===== config.mk =====
export PLATFORM = sky130hd
export DESIGN_NAME = addsub_arbiter_flat
export DESIGN_NICKNAME = d
export VERILOG_FILES = /design/src/rtl/addsub_arbiter_if.sv /design/src/rtl/addsub_arbiter.sv /design/src/flat_wrapper.sv
export SDC_FILE = /design/constraint.sdc
export NUM_CORES = 1
export LEC_CHECK = 0
export CORE_UTILIZATION = 43
export CTS_BUF_LIST = sky130_fd_sc_hd__clkbuf_8
export DETAILED_ROUTE_END_ITERATION = 10
export DONT_BUFFER_PORTS = 1
export PLACE_DENSITY = 0.65
export SLEW_MARGIN = 40
export SYNTH_ARGS = -nofsm -noshare
export SYNTH_HDL_FRONTEND = slang
export SYNTH_SLANG_ARGS = --single-unit

===== constraint.sdc =====
create_clock -name clk -period 2.1 [get_ports clk]
set_input_delay 0.21 -clock clk [delete_from_list [all_inputs] [get_ports clk]]
set_output_delay 0.21 -clock clk [all_outputs]
set_load 0.005 [all_outputs]

===== src/rtl/addsub_arbiter_if.sv =====
// Request/grant/result bundle between two requesting ports and the shared add/subtract unit.
interface addsub_arbiter_if #(
  parameter int unsigned DW = 8
);
  logic          req0;
  logic          op0;
  logic [DW-1:0] a0;
  logic [DW-1:0] b0;
  logic          req1;
  logic          op1;
  logic [DW-1:0] a1;
  logic [DW-1:0] b1;
  logic          gnt0;
  logic          gnt1;
  logic          done0;
  logic          done1;
  logic [DW-1:0] result;
  logic          busy;

  modport master (
    output req0, op0, a0, b0, req1, op1, a1, b1,
    input  gnt0, gnt1, done0, done1, result, busy
  );

  modport slave (
    input  req0, op0, a0, b0, req1, op1, a1, b1,
    output gnt0, gnt1, done0, done1, result, busy
  );
endinterface


===== src/rtl/addsub_arbiter.sv =====
// Two-port arbiter sharing one DW-bit add/subtract datapath; IDLE -> CALC -> DONE per operation,
// ties broken in favour of the port not served last.
module addsub_arbiter #(
  parameter int unsigned DW = 8
) (
  input  logic              clk,
  input  logic              reset,
  addsub_arbiter_if.slave   bus
);

  typedef enum logic [1:0] {
    IDLE = 2'd0,
    CALC = 2'd1,
    DONE = 2'd2
  } state_t;

  state_t        r_state;
  logic          r_lp;
  logic          r_own;
  logic          r_op;
  logic [DW-1:0] r_a;
  logic [DW-1:0] r_b;
  logic [DW-1:0] r_result;
  logic          r_gnt0;
  logic          r_gnt1;
  logic          r_done0;
  logic          r_done1;
  logic          r_busy;

  logic          w_any;
  logic          w_win;
  logic          w_op;
  logic [DW-1:0] w_a;
  logic [DW-1:0] w_b;

  // Winner select: lone requester wins, a tie goes to the port opposite the last-served one.
  assign w_any = bus.req0 | bus.req1;
  assign w_win = (bus.req0 & bus.req1) ? ~r_lp : bus.req1;
  assign w_op  = w_win ? bus.op1 : bus.op0;
  assign w_a   = w_win ? bus.a1  : bus.a0;
  assign w_b   = w_win ? bus.b1  : bus.b0;

  always_ff @(posedge clk) begin
    if (reset) begin
      r_state  <= IDLE;
      r_lp     <= 1'b1;
      r_own    <= 1'b0;
      r_op     <= 1'b0;
      r_a      <= '0;
      r_b      <= '0;
      r_result <= '0;
      r_gnt0   <= 1'b0;
      r_gnt1   <= 1'b0;
      r_done0  <= 1'b0;
      r_done1  <= 1'b0;
      r_busy   <= 1'b0;
    end else begin
      case (r_state)
        IDLE: begin
          if (w_any) begin
            r_state <= CALC;
            r_own   <= w_win;
            r_lp    <= w_win;
            r_op    <= w_op;
            r_a     <= w_a;
            r_b     <= w_b;
            r_gnt0  <= ~w_win;
            r_gnt1  <= w_win;
            r_busy  <= 1'b1;
          end
        end
        CALC: begin
          r_state  <= DONE;
          r_gnt0   <= 1'b0;
          r_gnt1   <= 1'b0;
          r_result <= r_op ? DW'(r_a + r_b) : DW'(r_a - r_b);
          r_done0  <= ~r_own;
          r_done1  <= r_own;
        end
        DONE: begin
          r_state <= IDLE;
          r_done0 <= 1'b0;
          r_done1 <= 1'b0;
          r_busy  <= 1'b0;
        end
        default: begin
          r_state <= IDLE;
          r_gnt0  <= 1'b0;
          r_gnt1  <= 1'b0;
          r_done0 <= 1'b0;
          r_done1 <= 1'b0;
          r_busy  <= 1'b0;
        end
      endcase
    end
  end

  assign bus.gnt0   = r_gnt0;
  assign bus.gnt1   = r_gnt1;
  assign bus.done0  = r_done0;
  assign bus.done1  = r_done1;
  assign bus.result = r_result;
  assign bus.busy   = r_busy;

endmodule

===== src/flat_wrapper.sv =====
// flat-port wrapper written by rule: the top's interface ports become plain ports
module addsub_arbiter_flat 
#(
  parameter int unsigned DW = 8
)
  (clk, reset, bus_req0, bus_op0, bus_a0, bus_b0, bus_req1, bus_op1, bus_a1, bus_b1, bus_gnt0, bus_gnt1, bus_done0, bus_done1, bus_result, bus_busy);
  addsub_arbiter_if #(.DW(DW)) bus_i ();
  input  logic clk;
  input  logic reset;
  input wire logic [$bits(bus_i.req0)-1:0] bus_req0;
  input wire logic [$bits(bus_i.op0)-1:0] bus_op0;
  input wire logic [$bits(bus_i.a0)-1:0] bus_a0;
  input wire logic [$bits(bus_i.b0)-1:0] bus_b0;
  input wire logic [$bits(bus_i.req1)-1:0] bus_req1;
  input wire logic [$bits(bus_i.op1)-1:0] bus_op1;
  input wire logic [$bits(bus_i.a1)-1:0] bus_a1;
  input wire logic [$bits(bus_i.b1)-1:0] bus_b1;
  output wire logic [$bits(bus_i.gnt0)-1:0] bus_gnt0;
  output wire logic [$bits(bus_i.gnt1)-1:0] bus_gnt1;
  output wire logic [$bits(bus_i.done0)-1:0] bus_done0;
  output wire logic [$bits(bus_i.done1)-1:0] bus_done1;
  output wire logic [$bits(bus_i.result)-1:0] bus_result;
  output wire logic [$bits(bus_i.busy)-1:0] bus_busy;
  assign bus_i.req0 = bus_req0;
  assign bus_i.op0 = bus_op0;
  assign bus_i.a0 = bus_a0;
  assign bus_i.b0 = bus_b0;
  assign bus_i.req1 = bus_req1;
  assign bus_i.op1 = bus_op1;
  assign bus_i.a1 = bus_a1;
  assign bus_i.b1 = bus_b1;
  assign bus_gnt0 = bus_i.gnt0;
  assign bus_gnt1 = bus_i.gnt1;
  assign bus_done0 = bus_i.done0;
  assign bus_done1 = bus_i.done1;
  assign bus_result = bus_i.result;
  assign bus_busy = bus_i.busy;
  addsub_arbiter #(.DW(DW)) u_core (.clk(clk), .reset(reset), .bus(bus_i));
endmodule

==> impl_metrics.csv, run 1 <==
group,metric,value,unit
flow_run,drv_cap,0,
routing,drt_drc_violations_left,0,
critical_path,arrival,2.32,ns
min_path,holdPathStages,1,
routing,first_iter_violations,39,
pwr,p_per_area,882.5,nW/um2
routing,wl_met2,1877,um
yosys,synthCells,209,
layout,stdcell_area,2296,um2
yosys,yosys_most_used_dff,"dfxtp_1",
global_routing,antenna_found_initial,0,
yosys,async_flop_share,0,
critical_path,critPathLaunchType,"flip-flop",
cts,h-tree-depth,2,
routing,wl_per_cell,14.53,um
floorplan,die-area,4857,um2
global_routing,grt_pass1_wl,6251,um
global_routing,grt_max_degree,36,
critical_path,r2r-end,"u_core.bus.result[4]",
routing,ant_nets,0,
layout,multi_input_area,1240,um2
floorplan,core,4384,um2
critical_path,r2r_start,"u_core.r_b[1]",
timing,fmax,475.8,MHz
place,io_buffers,0,
layout,fillers,410,
yosys,synth.distinct_cells,44,
routing,wl_met1,1871,um
critical_path,end_kind,"flip-flop",
routing,routed_wl,4009,um
timing,fin_worst_skew,0.004582,ns
layout,seqCellArea,689.4,um2
run_status,failed_checks,"setup timing",
floorplan,chipWidth,69.70,um
pwr,power,2.026,mW
critical_path,critPathMaxFanout,4,
cts,cts_tree,"done",
timing,finalMaxSlewViolations,0,
floorplan,die_h,69.70,um
cts,clk_latency,0.29,ns
routing,wl_met3,177,um
routing,highest_layer,"met4",
yosys,ys_seq_elements,34,
yosys,ys_warn_count,0,
timing,setup_viol,1,
place,dpl-instance-area,2034,um2
timing,fin_crit_sh,1.001,
place,hpwl,2537,um
place,place_congestion,0.8515,
layout,antenna_cells,0,
layout,finalNetCount,272,
cts,clk_pin_slew,0.07,ns
min_path,holdCritStartpoint,"reset",
critical_path,r2r_cells,10,
global_routing,grt_usage,0.1656,
min_path,holdPathEnd,"u_core.bus.done0",
floorplan,ios,51,
critical_path,required,2.32,ns
timing,rsz0062_at_grt,"yes",
place,dp_slack,-0.09478,ns
critical_path,r2r_slack,-0.002,ns
timing,setup-tns-final,-0.001509,ns
yosys,postSynthAreaPerCell,9.429,um2
yosys,syn_nets,258,
global_routing,grt_pass1_vias,1315,
cts,clockRootBuffer,"clkbuf_8",
min_path,min_path_type,"input pin to flip-flop",
timing,fin_crit,2.102,ns
timing,relSlewSlack,0.6346,
critical_path,critPathKind,"flip-flop to flip-flop",
run_status,status,"finished with violations",
routing,num_vias,1516,
routing,routed_via_density,5.493,
layout,layout-drive-gt1-share,0.2902,
layout,area_growth,16.51,%
global_routing,grt-ovfl-total,0,
critical_path,cp-startpoint,"u_core.r_b[1]",
yosys,yosysSeqAreaShare,0.3454,
cts,clock-sinks,34,
routing,drt_pass1_iterations,4,
yosys,synth_edf_count,0,
pwr,p_leak,0.8941,nW
pwr,irDropWorstVdd,0.0004293,V
timing,worst_slack,-0.001509,ns
timing,worst_slew_pin_slew,0.5468,ns
timing,hold_viol,0,
floorplan,initial_core_util,0.4495,
cts,clk_path_buf_depth,2,
cts,cts-buffers-inserted,5,
floorplan,rows,24,
yosys,synthesis.area,1971,um2
==> worst max-delay path by stage <==
stage,to,cells after the start
global placement,u_core.bus.result[7],9
CTS,u_core.bus.result[7],9
floorplan,u_core.bus.result[7],9
detailed placement,u_core.bus.result[7],9
finish,u_core.bus.result[4],10
global route,u_core.bus.result[7],9
==> critical path, cell delays in order, from the launching register on <==
cell	delay (ns)
dfxtp_4	0.37
inv_2	0.05
ha_4	0.24
mux2_4	0.15
inv_1	0.06
fa_2	0.34
nand3b_1	0.21
nand2_1	0.10
nor2_1	0.04
or3_1	0.32
a21oi_1	0.13
==> through the flow <==
stage | hold WS, ns | std cells | util
6_report | 0.004121 | 276 | 0.5237
5_1_grt | 0.01298 | 276 | 0.5237
4_1_cts | 0.0005357 | 271 | 0.4954
3_5_place_dp | 0.2763 | 261 | 0.4640
3_3_place_gp | 0.2766 | 261 | 0.4640
2_1_floorplan | 0.2904 | 209 | -
==> cell type report <==
| class | instances | area share |
|---|---|---|
| sequential | 34 | 0.3003 |
| inverter | 11 | 0.01798 |
| clock inverter | 2 | 0.003815 |
| multi-input combinational | 151 | 0.5401 |
| clock buffer | 6 | 0.03597 |
| timing repair buffer | 20 | 0.07357 |
| tap | 52 | 0.02834 |
==> routing by layer <==
layer  GRT usage  up-vias
li1            -      781
met1      0.2098      691
met2      0.2503       36
met3     0.04942        8
met4     0.09333        0
met5           0        -
==> flip-flops by register name, summed over array words and instances, names as in the netlist <==
signal / count
u_core.bus.busy: 1
u_core.bus.done0: 1
u_core.bus.done1: 1
u_core.bus.gnt0: 1
u_core.bus.gnt1: 1
u_core.bus.result: 8
u_core.r_a: 8
u_core.r_b: 8
u_core.r_lp: 1
u_core.r_op: 1
u_core.r_own: 1
u_core.r_state: 2
==> synthesized netlist by cell type (4+ instances only) <==
cell	instances	area [um2]
a211oi_2	12	150.1
buf_4	6	45.04
nor2_1	27	101.4
inv_1	10	37.54
ha_1	10	125.1
dfxtp_1	34	680.7
a21oi_1	11	55.05
a211oi_1	6	45.04
o21ai_0	5	25.02
a31oi_1	4	25.02
nand2_1	13	48.80
mux2i_1	19	190.2
nor4b_1	4	35.03
xnor2_1	6	52.55
==> cell families (layout without fill, tap and decap cells) <==
group                    Yosys count  after routing  share of synthesized area
XOR/XNOR                           9              9                    0.04000
multiplexers                      20             20                     0.1022
buffers and inverters             24             39                    0.07365
adder cells (fa/ha/maj)           11             11                    0.07365
AND/OR/NAND/NOR                   62             62                     0.1606
flip-flops                        34             34                     0.3454
AO/OA/AOI/OAI                     49             49                     0.2044
==> layout by cell type (no fill, tap or decap), types with 3 or more instances in the layout <==
| cell | Yosys | routed |
|---|---|---|
| a31oi_1 | 4 | 3 |
| buf_4 | 6 | 17 |
| nor4b_1 | 4 | 4 |
| xnor2_1 | 6 | 6 |
| a211oi_1 | 6 | 6 |
| o21ai_0 | 5 | 3 |
| a21oi_1 | 11 | 8 |
| nor3_1 | 3 | 3 |
| mux2i_1 | 19 | 19 |
| a211oi_2 | 12 | 12 |
| xor2_1 | 3 | 3 |
| inv_1 | 10 | 10 |
| dfxtp_2 | 0 | 4 |
| nand2_1 | 13 | 12 |
| nor2_1 | 27 | 27 |
| clkbuf_8 | 0 | 6 |
| dfxtp_1 | 34 | 29 |
| a21oi_2 | 1 | 4 |
| ha_1 | 10 | 8 |
==> power breakdown <==
part	leakage [nW]	total (mW)	switching [mW]	internal, mW
registers	0.283	0.794	0.0702	0.724
clock network	0.0524	0.495	0.235	0.259
logic	0.559	0.737	0.371	0.366
total	0.894	2.03	0.677	1.35
==> what timing repair did <==
item                                   in CTS  in global routing
gates resized for setup                     7                 19
endpoints found under the hold margin      28                  0
setup endpoints to repair                   4                  4
pin swaps                                   4                 21
buffers inserted                            0                  5
hold buffers                                2                  0
Note: power is estimated with default switching activity, not from simulation.
==> run 2, diff against run 1 <==
--- a/config.mk
+++ b/config.mk
@@ -5,6 +5,7 @@
 export SDC_FILE = /design/constraint.sdc
 export NUM_CORES = 1
 export LEC_CHECK = 0
+export CORE_ASPECT_RATIO = 0.7
 export CORE_UTILIZATION = 43
 export CTS_BUF_LIST = sky130_fd_sc_hd__clkbuf_8
 export DETAILED_ROUTE_END_ITERATION = 10
==> constraint.sdc (replaced) <==
create_clock -name clk -period 2.1 [get_ports clk]
set_input_delay 0.42 -clock clk [delete_from_list [all_inputs] [get_ports clk]]
set_output_delay 0.42 -clock clk [all_outputs]
set_load 0.005 [all_outputs]
==> impl_metrics.csv, run 2 (synthesis gave the netlist of run 1 again) <==
group,metric,value,unit
run_status,status,"finished, final reports clean",
critical_path,critPathKind,"flip-flop to flip-flop",
layout,stdcell_area,2240,um2
timing,hold_viol,0,
place,io_buffers,0,
timing,rsz0062_at_grt,"yes",
cts,clk_pin_slew,0.07,ns
timing,setup-tns-final,0,ns
pwr,p_leak,0.8649,nW
cts,h-tree-depth,2,
cts,cts-buffers-inserted,5,
timing,fin_crit_sh,0.9941,
timing,finalMaxSlewViolations,0,
routing,routed_wl,3830,um
pwr,irDropWorstVdd,0.0004230,V
timing,fmax,479.0,MHz
routing,routed_via_density,5.377,
cts,clock-sinks,34,
layout,post-route-util,0.5114,
layout,layout_commonest_cell,"dfxtp_1",
timing,worst_slew_pin_slew,0.5195,ns
critical_path,critPathLaunchType,"flip-flop",
routing,ant_nets,0,
pwr,power,1.919,mW
place,dpl-instance-area,2043,um2
global_routing,grt_pass1_wl,6272,um
floorplan,ios,51,
layout,fillers,431,
routing,wl_per_cell,14.03,um
floorplan,initial_core_util,0.4500,
layout,layout-drive-gt1-share,0.2798,
global_routing,grt_max_degree,39,
timing,relSlewSlack,0.6528,
layout,area_growth,13.65,%
place,dp.cells,263,
floorplan,die_h,58.64,um
place,hpwl,2690,um
floorplan,rows,20,
routing,drt_pass1_iterations,4,
routing,first_iter_violations,48,
routing,drt_drc_violations_left,0,
global_routing,antenna_found_initial,0,
timing,whs,0.1998,ns
timing,worst_slack,0.01240,ns
timing,fin_worst_skew,0.002908,ns
place,dp_slack,-0.09882,ns
timing,setup_viol,0,
critical_path,required,2.27,ns
cts,clockRootBuffer,"clkbuf_8",
critical_path,critPathMaxFanout,4,
timing,fin_crit,2.088,ns
cts,clk_latency,0.28,ns
layout,layout_common_cells,"31 x dfxtp_1, 26 x nor2_1, 19 x mux2i_1",
layout,antenna_cells,0,
cts,cts_tree,"done",
floorplan,core,4379,um2
routing,num_vias,1468,
floorplan,chipWidth,82.92,um
global_routing,grt_pass1_vias,1382,
global_routing,grt-ovfl-total,0,
critical_path,end_kind,"flip-flop",
critical_path,arrival,2.26,ns
cts,cts_hold_buf,0,
layout,finalNetCount,267,
global_routing,grt_usage,0.1645,
layout,instances_no_fill,273,
place,place_congestion,0.7882,
floorplan,die-area,4862,um2
flow_run,drv_cap,0,
cts,clk_path_buf_depth,2,
pwr,p_per_area,856.6,nW/um2
min_path,min_path_type,"input pin to flip-flop",
==> run 2: cell count changes in the layout (fill, tap and decap cells not counted), sizes merged <==
cell | before | now
buf | 19 | 15
clkbuf | 6 | 5
clkinv | 1 | 0
dlygate4sd3 | 1 | 0
inv | 12 | 13
==> run 2: final timing paths <==
kind	startpoint	endpoint	slack [ns]	cells after the start
worst max-delay path	u_core.r_b[0]	u_core.bus.result[7]	0.01	9
worst min-delay path	reset	u_core.r_a[5]	0.20	1
worst max register to register	u_core.r_b[0]	u_core.bus.result[7]	0.01	9
worst min register to register	u_core.bus.result[2]	u_core.bus.result[2]	0.47	2
==> run 2: cell type report <==
class | count | area (um2) | area share
Clock buffer | 5 | 68.82 | 0.03073
Tap cell | 55 | 68.82 | 0.03073
Multi-Input combinational cell | 151 | 1241 | 0.5542
Inverter | 11 | 41.29 | 0.01844
Clock inverter | 2 | 7.507 | 0.003352
Sequential cell | 34 | 686.9 | 0.3067
Timing Repair Buffer | 15 | 125.1 | 0.05587
==> run 2: routing by layer <==
layer,vias to the layer above,GRT usage,part of all wire
met5,-,0,0
met2,32,0.2775,0.46
li1,766,-,-
met1,665,0.1991,0.47
met4,0,0.05911,0.0081
met3,5,0.05610,0.066
==> run 2: critical path, stage by stage, from the launching register on <==
cell,delay [ns]
dfxtp_2,0.34
buf_4,0.13
nor3_4,0.16
a21oi_2,0.09
xor2_1,0.15
ha_1,0.33
and4_1,0.22
a21oi_2,0.07
and4_1,0.20
a311o_1,0.30
==> run 2: repair_timing <==
action	CTS	global route
endpoints found under the hold margin	0	0
pin swaps	9	11
setup endpoints to repair	4	5
buffers inserted	3	0
gates resized for setup	9	17
==> run 2: power by group <==
part	switching (mW)	total [mW]	leakage [nW]	internal, mW
Clock	0.221	0.439	0.0466	0.218
Sequential	0.0716	0.795	0.282	0.723
Combinational	0.340	0.684	0.536	0.345
==> run 3, diff against run 2 <==
--- a/config.mk
+++ b/config.mk
@@ -10,7 +10,6 @@
 export CTS_BUF_LIST = sky130_fd_sc_hd__clkbuf_8
 export DETAILED_ROUTE_END_ITERATION = 10
 export DONT_BUFFER_PORTS = 1
-export PLACE_DENSITY = 0.65
 export SLEW_MARGIN = 40
 export SYNTH_ARGS = -nofsm -noshare
 export SYNTH_HDL_FRONTEND = slang
==> impl_metrics.csv, run 3 (synthesis gave the netlist of run 1 again) <==
group,metric,value,unit
run_status,status,"finished with violations",
run_status,failed_checks,"setup timing",
critical_path,end_kind,"flip-flop",
global_routing,grt_max_degree,39,
critical_path,critPathKind,"flip-flop to flip-flop",
cts,h-tree-depth,2,
cts,clk_latency,0.28,ns
cts,clk_path_buf_depth,2,
routing,drt_pass1_iterations,4,
cts,cts-buffers-inserted,5,
layout,antenna_cells,0,
layout,layout_commonest_cell,"dfxtp_1",
layout,area_growth,14.98,%
floorplan,die-area,4862,um2
layout,instances_no_fill,275,
timing,worst_slack,-0.03689,ns
timing,hold_viol,0,
critical_path,critPathMaxFanout,3,
global_routing,grt-ovfl-total,0,
place,io_buffers,0,
critical_path,critPathLaunchType,"flip-flop",
cts,cts_tree,"done",
cts,clk_pin_slew,0.07,ns
pwr,p_per_area,889.8,nW/um2
routing,wl_per_cell,14.35,um
routing,routed_via_density,5.269,
floorplan,rows,20,
routing,first_iter_violations,41,
place,place_congestion,0.7899,
cts,clockRootBuffer,"clkbuf_8",
routing,drt_drc_violations_left,0,
global_routing,grt_pass1_vias,1293,
timing,whs,0.1938,ns
timing,fin_crit,2.137,ns
timing,rsz0062_at_grt,"yes",
layout,layout-drive-gt1-share,0.3091,
timing,fin_worst_skew,0.004145,ns
floorplan,die_h,58.64,um
layout,finalNetCount,268,
pwr,irDropWorstVdd,0.0004223,V
timing,relSlewSlack,0.6530,
floorplan,core,4379,um2
global_routing,grt_usage,0.1689,
cts,cts_hold_buf,0,
timing,fin_crit_sh,1.018,
floorplan,initial_core_util,0.4500,
pwr,power,2.016,mW
routing,num_vias,1449,
flow_run,drv_cap,0,
floorplan,ios,51,
critical_path,arrival,2.31,ns
pwr,p_leak,0.8682,nW
timing,setup_viol,1,
place,dp.cells,263,
routing,routed_wl,3946,um
timing,fmax,468.0,MHz
layout,layout_common_cells,"29 x dfxtp_1, 25 x nor2_1, 19 x mux2i_1",
floorplan,chipWidth,82.92,um
timing,finalMaxSlewViolations,0,
min_path,min_path_type,"input pin to flip-flop",
critical_path,required,2.27,ns
timing,worst_slew_pin_slew,0.5192,ns
global_routing,grt_pass1_wl,6306,um
routing,ant_nets,0,
place,hpwl,2774,um
global_routing,antenna_found_initial,0,
cts,clock-sinks,34,
## run 3: changes by cell type in the layout (fill, tap and decap cells not counted), sizes merged
| cell | previous run | this run |
|---|---|---|
| inv | 13 | 11 |
| clkbuf | 5 | 6 |
| buf | 15 | 16 |
| clkinv | 0 | 1 |
| clkinvlp | 0 | 1 |
## run 3: layout make-up
type,instances,area [um2]
fillers,410,2113
multi-input cells,151,1247
flip-flops and latches,34,689.4
repair buffers,16,123.9
clock buffers,6,82.58
well taps,55,68.82
inverters,11,41.29
clock inverters,2,12.51
## run 3: metrics by stage
step            TNS [ns]  setup WS (ns)    util  cell area [um2]
3_5_place_dp     -0.3186        -0.1078  0.4637             2031
2_1_floorplan          0        0.01497       -             1972
4_1_cts        -0.003877      -0.003877  0.5009             2193
6_report        -0.03689       -0.03689  0.5174             2266
5_1_grt          -0.1697        -0.1050  0.5174             2266
3_3_place_gp     -0.1655       -0.09281  0.4637             2031
## run 3: worst paths after layout
kind                                              to  slack [ns]            startpoint  depth (start not counted)
worst min register to register  u_core.bus.result[3]        0.46  u_core.bus.result[3]                          2
worst max-delay path            u_core.bus.result[7]       -0.04         u_core.r_b[0]                         10
worst max register to register  u_core.bus.result[7]       -0.04         u_core.r_b[0]                         10
worst min-delay path                     u_core.r_op        0.19                 reset                          1
## run 3: worst max-delay path, stage by stage, from the launching register on
cell     delay (ns)
dfxtp_2        0.34
buf_6          0.11
nor3_4         0.17
nor2_2         0.07
xnor2_2        0.16
buf_4          0.15
ha_4           0.26
and4_1         0.21
a21oi_2        0.07
and4_1         0.18
a311o_1        0.30
## run 3: what timing repair did
action | 4_1_cts | 5_1_grt
setup endpoints to repair | 5 | 5
setup buffers | 2 | 2
gates cloned | 0 | 0
pin swaps | 8 | 12
gates resized for setup | 14 | 15
## run 3: layer usage
layer / vias up / wire length [um] / global-route usage
met5: - / 0 / 0
met4: 0 / 15 / 0.05172
met3: 2 / 208 / 0.05891
met2: 38 / 1574 / 0.2307
met1: 638 / 2147 / 0.2468
li1: 771 / - / -
## run 3: report_power, final
part | total [mW] | switching, mW | internal (mW)
logic | 0.709 | 0.349 | 0.360
clock network | 0.508 | 0.244 | 0.263
registers | 0.799 | 0.0756 | 0.724
==> edit 1, RTL diff (settings of run 1) <==
Encoding of `state_t`: now one-hot (3 bits for 3 states).
--- a/src/rtl/addsub_arbiter.sv
+++ b/src/rtl/addsub_arbiter.sv
@@ -8,10 +8,10 @@
   addsub_arbiter_if.slave   bus
 );
 
-  typedef enum logic [1:0] {
-    IDLE = 2'd0,
-    CALC = 2'd1,
-    DONE = 2'd2
+  typedef enum logic [2:0] {
+    IDLE = 3'b001,
+    CALC = 3'b010,
+    DONE = 3'b100
   } state_t;
 
   state_t        r_state;
Check against the original RTL: no difference found for any inputs over 10 cycles, from zero or initial values and one cycle with reset high; not proved beyond that.
==> edit 1 against run 1 <==
The flow still finishes with violations (negative setup slack). First-iteration DRC count fell by 33%. Setup slack got worse by 23 ps. Sequential share of layout area grew 2.0 points. Sequential cell count up 1. Area after synthesis shrank 4.3%. Routed wire length is 9.1% lower. Non-clock buffer count is 2 lower. Hold slack improved by 110 ps. Total power increased by 8.8%. Design area is 4.4% lower. Via count decreased by 5.1%. Die area fell by 4.1%. Highest routed layer unchanged.
==> edit 1: results (changes against run 1) <==
[global_route]
grt_pass1_wl_mm=6.07  ; -3.0%
grt_pass1_vias=1372  ; +4.3%
use_met3=0.0550  ; +0.00558
global_route.usage.met1=0.186  ; -0.0238
grt_usage=0.179  ; +0.0135

[detailed_routing]
wl_met1_mm=1.60  ; -14%
vias=1438  ; -5.1%
wl_per_cell_um=13.7  ; -5.7%
met2WireLength_mm=1.83  ; -2.7%
wl_met3_um=179  ; +1.1%
viasPerCell=5.41  ; -1.6%
drt-initial-drc-count=26  ; -33%

[cts]
ctsResizeCount=6  ; -1

[status]
outcome=finished with violations
violations=negative setup slack

[power_and_ir_drop]
peakVddDrop_uv=493  ; +15%
power_leakage_uw=0.000911  ; +1.9%

[worst_setup_path]
r2r_cells=9  ; -1
worstReg2RegEnd=u_core.bus.result[6]$_SDFFE_PP0P_
critPathMaxStageDelay_ps=340  ; -30 ps
critPathArrivalTime_ps=2300  ; -20 ps
crit_family=compound AO/OA/AOI/OAI gates

[worst_hold_path]
min_to=u_core.r_lp$_SDFFE_PP1P_
min-delay-start=bus_req1

[layout]
nets=262  ; -3.7%
seq_share=0.320  ; +0.0201
seq_area_um2=703  ; +2.0%
multi_input_area_share=0.526  ; -0.0144
seq_cell_count=35  ; +2.9%
nClkBuffers=5  ; -1
multi_input_comb_cells=152  ; +0.66%
n_fill_cell=406  ; -0.98%
inv_count=3  ; -8
buffer_area_frac=0.0690  ; -0.00458
clock_tree_area_fraction=0.0513  ; +0.0115
nNonClkBuffers=18  ; -10%

[place]
dpl-instance-area_um2=2030  ; -0.31%
routabilityCongestion=0.749  ; -12%
dp_hpwl_mm=2.60  ; +2.3%
preCtsSetupSlack_ps=-76.0  ; +18.7 ps

[sta]
setup_violations=2  ; +1
setup_ws_ps=-24.4  ; -22.9 ps
worstMarginPinSlew_ps=390  ; -157 ps
setup_tns_ps=-43.0  ; -41.5 ps
holdWs_ps=112  ; +108 ps

[yosys]
ys_seq_area_frac=0.371  ; +0.0260
ys_types=39  ; -11%
avgSynthCellArea_um2=9.34  ; -0.94%
synth.area.top_cells=dfxtp_1, mux2i_1, a211oi_2
synth_nets=249  ; -3.5%

[die]
die_w_um=68.2  ; -2.1%

## edit 1: cell count changes after synthesis, moves of 3 or more
| cell | before | now |
|---|---|---|
| nor2_1 | 27 | 33 |
| a21oi_1 | 11 | 14 |
| nor4b_1 | 4 | 1 |
| a21o_1 | 0 | 4 |
| buf_4 | 6 | 3 |
| xor2_1 | 3 | 7 |
| inv_1 | 10 | 3 |
## edit 1: power groups by stage
stage                     combinational [uW]  sequential, uW  clock [uW]
after floorplan                          571             799           0
after global placement                   740             811           0
after detailed placement                 746             813           0
after CTS                                790             800         616
after global routing                     899             811         645
final                                    802             799         602
## edit 1: cells by family after synthesis
family | count (synthesis) | share of synthesized area
simple gates | 62 | 0.152
fa+ha+maj | 9 | 0.0637
mux | 21 | 0.112
xor+xnor | 12 | 0.0557
buf+inv | 15 | 0.0451
compound gates | 48 | 0.200
flops | 35 | 0.371
==> edit 2, RTL diff (config.mk and constraints of run 1) <==
Without the edit above. `DW` is set to 8 in 3 places; all go to 10.
--- a/src/rtl/addsub_arbiter_if.sv
+++ b/src/rtl/addsub_arbiter_if.sv
@@ -1,6 +1,6 @@
 // Request/grant/result bundle between two requesting ports and the shared add/subtract unit.
 interface addsub_arbiter_if #(
-  parameter int unsigned DW = 8
+  parameter int unsigned DW = 10
 );
   logic          req0;
   logic          op0;
--- a/src/rtl/addsub_arbiter.sv
+++ b/src/rtl/addsub_arbiter.sv
@@ -1,7 +1,7 @@
 // Two-port arbiter sharing one DW-bit add/subtract datapath; IDLE -> CALC -> DONE per operation,
 // ties broken in favour of the port not served last.
 module addsub_arbiter #(
-  parameter int unsigned DW = 8
+  parameter int unsigned DW = 10
 ) (
   input  logic              clk,
   input  logic              reset,
--- a/src/flat_wrapper.sv
+++ b/src/flat_wrapper.sv
@@ -1,7 +1,7 @@
 // flat-port wrapper written by rule: the top's interface ports become plain ports
 module addsub_arbiter_flat 
 #(
-  parameter int unsigned DW = 8
+  parameter int unsigned DW = 10
 )
   (clk, reset, bus_req0, bus_op0, bus_a0, bus_b0, bus_req1, bus_op1, bus_a1, bus_b1, bus_gnt0, bus_gnt1, bus_done0, bus_done1, bus_result, bus_busy);
   addsub_arbiter_if #(.DW(DW)) bus_i ();
Ports: changed (5 resized); port bits go from 51 to 61. No check against the original RTL was run, so the function may have changed too.
==> edit 2 against run 1 <==
The run still ends with negative setup slack left. Combinational power rose by 12%. Design area rose by 7.5%. Sequential cell count rose by 6. Setup slack got worse by 83 ps. Clock skew rose by 0.76 ps. Routed wire length rose by 27%. Via count rose by 23%. Total power rose by 17%. Area after synthesis rose by 5.3%. Critical path type unchanged.
==> edit 2: results (changes against run 1) <==
[layout]
multi_input_comb_cells=174  ; +15%
nets=307  ; +13%
nNonClkBuffers=24  ; +20%
clock_tree_area_fraction=0.0451  ; +0.00533
synthToLayoutAreaGrowth_pct=19.0
seq_area_um2=806  ; +17%
inv_count=5  ; -6
drive_above_1_share=0.243  ; -0.0472

[global_route]
grt_pass1_vias=1707  ; +30%
use_met3=0.0478  ; -0.00160
grt_usage=0.207  ; +0.0413
grt_pass1_wl_mm=8.20  ; +31%

[status]
violations=negative setup slack
outcome=finished with violations

[detailed_routing]
viasPerCell=6.15  ; +12%
drt-initial-drc-count=155  ; +300%
met2WireLength_mm=2.53  ; +35%
wl_met3_um=341  ; +93%
wl_per_cell_um=16.8  ; +16%

[yosys]
synth_compound_gate_area_share=0.232  ; +0.0272
synth_adder_area_share=0.0700  ; -0.00369
yosys-top-cells-count=nor2_1, dfxtp_1, a222oi_1
ys_ff_latch=40  ; +18%
synth.area.top_cells=dfxtp_1, a222oi_1, nor2_1

[worst_setup_path]
crit_path_max_fanout=5  ; +1
crit_slowest_cell=or4_1

[sta]
setup_ws_ps=-84.1  ; -82.6 ps
skew_ps=5.34  ; +0.757 ps
setup_violations=4  ; +3

[power_and_ir_drop]
power_per_cell_area_nw_per_um2=963  ; +9.1%
power_leakage_uw=0.00103  ; +15%
p_seq_uw=917  ; +15%
internal_power_uw=1590  ; +18%

[worst_hold_path]
min-delay-start=bus_a0[9]

[place]
preCtsSetupSlack_ps=-182  ; -86.9 ps
dpl-instance-area_um2=2240  ; +10%

==> edit 2: cell count changes after synthesis, moves of 6 or more <==
cell,delta
mux2i_1,-17
dfxtp_1,+6
buf_4,-6
nor2_1,+14
a211oi_2,-12
a222oi_1,+21
clkbuf_1,+6
==> edit 2: path summary, 6_finish.rpt <==
check             cells after the start                                 to  slack [ps]
setup / recovery                     10  u_core.bus.result[6]$_SDFFE_PP0N_         -80
hold / removal                        2         u_core.r_a[9]$_SDFFE_PP0P_          60
setup reg to reg                     10  u_core.bus.result[6]$_SDFFE_PP0N_         -80
hold reg to reg                       2  u_core.bus.result[3]$_SDFFE_PP0N_         470
==> edit 2: repair_timing <==
action | CTS | global route
buffers inserted | 0 | 0
resized for setup | 8 | 13
setup endpoints to repair | 6 | 6
endpoints found under the hold margin | 33 | 0
pin swaps | 11 | 1
hold buffers | 2 | 0
